**src/rtl/mem_port_arbiter.sv**
```systemverilog
// mem_port_arbiter: arbitrates fetch and LSU onto one memory port, one transaction outstanding, LSU priority bounded by STARVE_MAX.
// Ports:
//   clk_i, rst_i (async, active-high)
//   if_req_i/if_addr_i -> if_gnt_o/if_rvalid_o/if_rdata_o   : fetch read port
//   ls_req_i/ls_we_i/ls_be_i/ls_addr_i/ls_wdata_i -> ls_gnt_o/ls_rvalid_o/ls_rdata_o : LSU port
//   mem_req_o/mem_we_o/mem_be_o/mem_addr_o/mem_wdata_o <- mem_gnt_i/mem_rvalid_i/mem_rdata_i : shared memory
//   flush_i : discard any outstanding fetch response
module mem_port_arbiter #(
  parameter int STARVE_MAX = 4
) (
  input  logic        clk_i,
  input  logic        rst_i,
  input  logic        if_req_i,
  input  logic [31:0] if_addr_i,
  output logic        if_gnt_o,
  output logic        if_rvalid_o,
  output logic [31:0] if_rdata_o,
  input  logic        ls_req_i,
  input  logic        ls_we_i,
  input  logic [3:0]  ls_be_i,
  input  logic [31:0] ls_addr_i,
  input  logic [31:0] ls_wdata_i,
  output logic        ls_gnt_o,
  output logic        ls_rvalid_o,
  output logic [31:0] ls_rdata_o,
  output logic        mem_req_o,
  output logic        mem_we_o,
  output logic [3:0]  mem_be_o,
  output logic [31:0] mem_addr_o,
  output logic [31:0] mem_wdata_o,
  input  logic        mem_gnt_i,
  input  logic        mem_rvalid_i,
  input  logic [31:0] mem_rdata_i,
  input  logic        flush_i
);
  localparam int CW = $clog2(STARVE_MAX + 1);
  localparam logic [CW-1:0] SMAX = CW'(STARVE_MAX);
  typedef enum logic {IDLE, WAIT_RSP} state_t;
  state_t state, state_nxt;
  logic owner_ls, owner_ls_nxt, drop, drop_nxt;
  logic [CW-1:0] starve_cnt, starve_nxt;
  logic idle, ls_win, if_win, rsp;
  always_ff @(posedge clk_i or posedge rst_i)
    if (rst_i) begin
      state      <= IDLE;
      owner_ls   <= 1'b0;
      drop       <= 1'b0;
      starve_cnt <= '0;
    end else begin
      state      <= state_nxt;
      owner_ls   <= owner_ls_nxt;
      drop       <= drop_nxt;
      starve_cnt <= starve_nxt;
    end
  always_comb begin
    idle        = state == IDLE;
    ls_win      = ls_req_i && (!if_req_i || starve_cnt < SMAX);
    if_win      = if_req_i && !ls_win;
    rsp         = !idle && mem_rvalid_i;
    mem_req_o   = idle && (if_req_i || ls_req_i);
    mem_we_o    = idle && ls_win && ls_we_i;
    mem_be_o    = !idle ? 4'h0 : ls_win ? ls_be_i : if_win ? 4'hF : 4'h0;
    mem_addr_o  = !idle ? 32'h0 : ls_win ? ls_addr_i : if_win ? if_addr_i : 32'h0;
    mem_wdata_o = (idle && ls_win) ? ls_wdata_i : 32'h0;
    if_gnt_o    = idle && if_win && mem_gnt_i;
    ls_gnt_o    = idle && ls_win && mem_gnt_i;
    // a flush landing on the response cycle itself must also hide the data
    if_rvalid_o = rsp && !owner_ls && !drop && !flush_i;
    ls_rvalid_o = rsp && owner_ls;
    if_rdata_o  = mem_rdata_i;
    ls_rdata_o  = mem_rdata_i;
    state_nxt   = (if_gnt_o || ls_gnt_o) ? WAIT_RSP : rsp ? IDLE : state;
    owner_ls_nxt = if_gnt_o ? 1'b0 : ls_gnt_o ? 1'b1 : owner_ls;
    starve_nxt  = if_gnt_o ? '0 :
                  (ls_gnt_o && if_req_i && starve_cnt < SMAX) ? starve_cnt + 1'b1 : starve_cnt;
    drop_nxt    = rsp ? 1'b0 :
                  ((!idle && !owner_ls && flush_i) || (if_gnt_o && flush_i)) ? 1'b1 : drop;
  end
endmodule

```
**config.mk**
```make
export PLATFORM = sky130hd
export DESIGN_NAME = mem_port_arbiter
export DESIGN_NICKNAME = d
export VERILOG_FILES = /design/src/rtl/mem_port_arbiter.sv
export SDC_FILE = /design/constraint.sdc
export NUM_CORES = 1
export LEC_CHECK = 0
export CAP_MARGIN = 20
export CORE_AREA = 2 2 109 111
export DETAILED_ROUTE_END_ITERATION = 8
export DIE_AREA = 0 0 111 113
export SYNTH_ARGS = -nofsm -noshare
export SYNTH_HDL_FRONTEND = slang
export SYNTH_SLANG_ARGS = --single-unit
```
**constraint.sdc**
```tcl
create_clock -name clk_i -period 2 [get_ports clk_i]
set_input_delay 0.5 -clock clk_i [delete_from_list [all_inputs] [get_ports clk_i]]
set_output_delay 0.5 -clock clk_i [all_outputs]
set_load 0.01 [all_outputs]
```
### After elaboration in Yosys (flattened, before gate mapping)

Index checks and enable logic that the tools add are counted.

| word-level totals | value |
|---|---|
| output and inout port bits | 138 |
| bits in registers | 6 |

| operators by class | value |
|---|---|
| magnitude comparators | 1 |
| add/subtract/negate cells | 1 |
| reduce and logical (&&, ||, !) cells | 31 |
| bitwise logic cells | 1 |
| muxes and demuxes | 15 |

Operator list:

| operator | count |
|---|---|
| 2-to-1 mux 32 bit | 4 |
| logical AND 1 bit | 18 |
| 2-to-1 mux 4 bit | 3 |
| nonzero test 2 bit | 4 |
| 2-to-1 mux 1 bit | 6 |
| 2-to-1 mux 3 bit | 2 |
| zero test 1 bit | 5 |
| logical OR 1 bit | 4 |
| adder 3 x 1 -> 3 bit, second input constant | 1 |
| < comparator 3 bit, second input constant | 1 |
| inverter 1 bit | 1 |

### Longest topological paths before layout

| logic depth | value |
|---|---|
| depth in word-level cells | 11 |
| depth in mapped cells | 5 |

### Worst setup path before layout

No wires, ideal clock.

| path | value |
|---|---|
| path type | in2out |
| start point | input port ls_req_i |
| end point | output port mem_addr_o[16] |
| setup slack | 177 ps |
| data required time | 1500 ps |
| stages | 4 |
| data arrival time | 1323 ps |
| cell sequence | nor2b_4 nor3b_4 buf_6 a22o_1 |

| between the ends | value |
|---|---|
| word-level cells in the longest chain between the ends | 6 |

RTL lines:

| element | line | source |
|---|---|---|
| start, declared | 18 | `input logic ls_req_i,` |
| logical AND 1 bit * | 57 | `ls_win = ls_req_i && (!if_req_i \|\| starve_cnt < SMAX);` |
| zero test 1 bit | 58 | `if_win = if_req_i && !ls_win;` |
| logical AND 1 bit | 58 |  |
| 2-to-1 mux 32 bit | 63 | `mem_addr_o = !idle ? 32'h0 : ls_win ? ls_addr_i : if_win ? if_addr_i : 32'h0;` |
| 2-to-1 mux 32 bit * (2 in series) | 63 |  |
| end, declared | 29 | `output logic [31:0] mem_addr_o,` |

Mark *: on every way between the ends. The rest lies on a longest branch, timed or not.

### Worst setup path after layout

| path | value |
|---|---|
| start point | register starve_cnt[2] |
| end point | output port mem_wdata_o[12] |

| between the ends | value |
|---|---|
| word-level cells in the longest chain between the ends | 5 |

RTL lines:

| element | line | source |
|---|---|---|
| start, declared | 41 | `logic [CW-1:0] starve_cnt, starve_nxt;` |
| start signal, assigned | 53 | `starve_cnt <= starve_nxt;` |
| < comparator 3 bit | 57 |  |
| logical OR 1 bit | 57 |  |
| logical AND 1 bit | 57 |  |
| logical AND 1 bit | 64 | `mem_wdata_o = (idle && ls_win) ? ls_wdata_i : 32'h0;` |
| 2-to-1 mux 32 bit | 64 |  |
| end, declared | 30 | `output logic [31:0] mem_wdata_o,` |

Every way passes these cells.

==> out/results.ini <==
[run_status]
status=complete, but fails checks
violations=negative setup slack

[setup_path]
rrSetupSlack_ns=0.67
crit_fanout=7
reg2regPathDepth=5
cp-startpoint=starve_cnt[2]$_DFFE_PP0P_
crit_path_end=mem_wdata_o[12]
crit_path_end_kind=primary output
crit_arrival_ns=1.64
required_ns=1.50
cp-start-kind=register
crit_type=register to primary output
crit-reg2reg-capture=drop$_DFFE_PP0P_
r2r-start=starve_cnt[2]$_DFFE_PP0P_

[timing]
hold_viol_final=0
min_period_ns=2.14
finalSetupViolCount=50
finClkSkew_ns=0.00197
clock.fmax_ghz=0.466
period_share=1.07
max-slew-margin-rel=0.825
worstMarginPinSlew_ns=0.262
rsz0062_at_grt=yes
hold_slack_ns=0.494
slew_viol_final=0
fin_ws_ns=-0.145

[floorplan]
dieArea_um2=12500
die_h_um=113
ioPinCount=278
rows=39
initial_utilization=0.130
core-area_um2=11300
die_x_um=111

[yosys]
yosys_warnings=0
ys_top_cells_by_count=buf_4 (64), and2_1 (34), a22o_1 (29)
synth.cell_area_um2=1470
synthCells=179
synth_area_leaders=buf_4 (33%), a22o_1 (17%), and2_1 (14%)
yosysUniqueCellTypes=25
synth_edf_count=0
yosysMostFrequentCell=buf_4
ys.flop_type=dfrtp_1
synth_fp_nets=320
syn_area_per_cell_um2=8.20
synth_top_area_cell=buf_4
ys_seq_elements=6
yosysSeqAreaShare=0.102
synthArstFlopShare=1.00
synth_top_cell_area_share=0.327

[global_route]
grt_pass1_vias=1792
grt_overflow=0
grt_pass1_wl_um=10900
grt_max_degree=22
antenna_found_initial=0
grt_use_total=0.112

[run]
cap_violations=0

[clock_tree]
cts-htree-levels=1
clock_sinks=6
cts_max_path_buffers=2
clk_latency_ns=0.23
cts_tree=done
path_clk_slew_ns=0.03
cts_root_buffer=clkbuf_16
cts_made_buffers=3

[drt]
wl_um=7760
wl_per_cell_um=16.7
avgViaCountPerCell=3.83
drt_iter0_drc=27
drcViolationCount=0
via_count=1783
first_pass_iters=4
ant_nets=0

[placed_design]
io_buffers=181
dp_cells=438
dp_hpwl_um=4950
place_congestion=0.770
place_area_um2=2980

[final_layout]
fin_cells=465
design_area_um2=3380
synthToLayoutAreaGrowth_pct=131
final_layout_size_suffix_gt1_frac=0.447
layout.nets=465
diodes=0
fill_cells=1208

[hold_path]
min-delay-path-class=primary input to async pin

[power_and_ir_drop]
p_per_area_nw_per_um2=446
leakage_nw=1.59
peakVddDrop_mv=0.394

==> cells in the final DEF (no fill, tap or decap), types with 5 or more instances in the layout <==
| cell type | Yosys | routed |
|---|---|---|
| and2_1 | 34 | 14 |
| and2_4 | 0 | 20 |
| buf_6 | 7 | 33 |
| clkdlybuf4s50_1 | 0 | 104 |
| buf_16 | 0 | 5 |
| buf_12 | 0 | 9 |
| buf_4 | 64 | 10 |
| nand2_1 | 6 | 6 |
| dfrtp_1 | 6 | 5 |
| a22o_1 | 29 | 29 |
| buf_2 | 2 | 45 |
| clkbuf_16 | 0 | 7 |
==> critical path, cell delays in order (launching register included) <==
cell and delay [ns]:
dfrtp_1 0.41, nand2_1 0.08, and3_4 0.18, buf_12 0.14, buf_12 0.13, buf_12 0.13, buf_6 0.10, and2_4 0.12
buf_6 0.11
==> registers in the layout, summed over array words and instances (netlist names) <==
name and flops:
drop 1, owner_ls 1, starve_cnt 3, state 1
==> final cells by class <==
cell class | instances | area (µm²) | area share
multi-input cells | 95 | 790 | 0.233
repair buffers | 215 | 2180 | 0.643
inverters | 3 | 11.3 | 0.00333
flip-flops and latches | 6 | 151 | 0.0447
well taps | 143 | 179 | 0.0529
clock buffers | 3 | 75.1 | 0.0222
==> logic make-up (layout without fill, tap and decap cells) <==
group	Yosys count	count (layout)	share of synthesized area
buffers and inverters	78	221	0.402
AND/OR/NAND/NOR	51	51	0.216
flip-flops	6	6	0.102
adder cells (fa/ha/maj)	1	1	0.00852
AO/OA/AOI/OAI	43	43	0.271
==> routing by layer <==
layer,up-vias,global-route usage,part of all wire
met3,25,0.0311,0.079
li1,839,-,-
met4,0,0.0408,0.022
met5,-,0,0
met1,805,0.140,0.42
met2,114,0.184,0.48
==> power by group <==
group | total, mW | switching [mW] | internal (mW) | leakage (nW)
Combinational | 1.01 | 0.361 | 0.649 | 1.48
Clock | 0.330 | 0.0731 | 0.257 | 0.0370
Sequential | 0.170 | 0.0225 | 0.147 | 0.0751
==> worst min path at each step <==
| stage | start | endpoint | cells after the start |
|---|---|---|---|
| finish | rst_i | starve_cnt[2]$_DFFE_PP0P_ | 2 |
| global route | rst_i | starve_cnt[2]$_DFFE_PP0P_ | 2 |
| CTS | rst_i | starve_cnt[2]$_DFFE_PP0P_ | 2 |
| detailed placement | starve_cnt[1]$_DFFE_PP0P_ | starve_cnt[1]$_DFFE_PP0P_ | 1 |
| global placement | starve_cnt[0]$_DFFE_PP0P_ | starve_cnt[0]$_DFFE_PP0P_ | 1 |
| floorplan | rst_i | drop$_DFFE_PP0P_ | 1 |
==> what timing repair did <==
item                                    in CTS  in global routing
resized for setup                          323                 49
setup buffers                               12                  3
pin swaps                                    9                 20
hold buffers                                 0                  0
endpoints found under the setup margin      74                 72
gates cloned                                 9                  5
==> metrics by stage <==
stage	power (mW)	utilization	setup TNS (ns)	setup WS [ns]
6_report	1.51	0.300	-3.09	-0.145
5_1_grt	1.60	0.300	-6.64	-0.212
4_1_cts	1.44	0.283	-5.69	-0.170
3_5_place_dp	1.00	0.264	-52.73	-0.771
3_3_place_gp	0.987	0.264	-50.84	-0.745
2_1_floorplan	0.614	-	0	0.177
(Power assumes the default switching activity.)
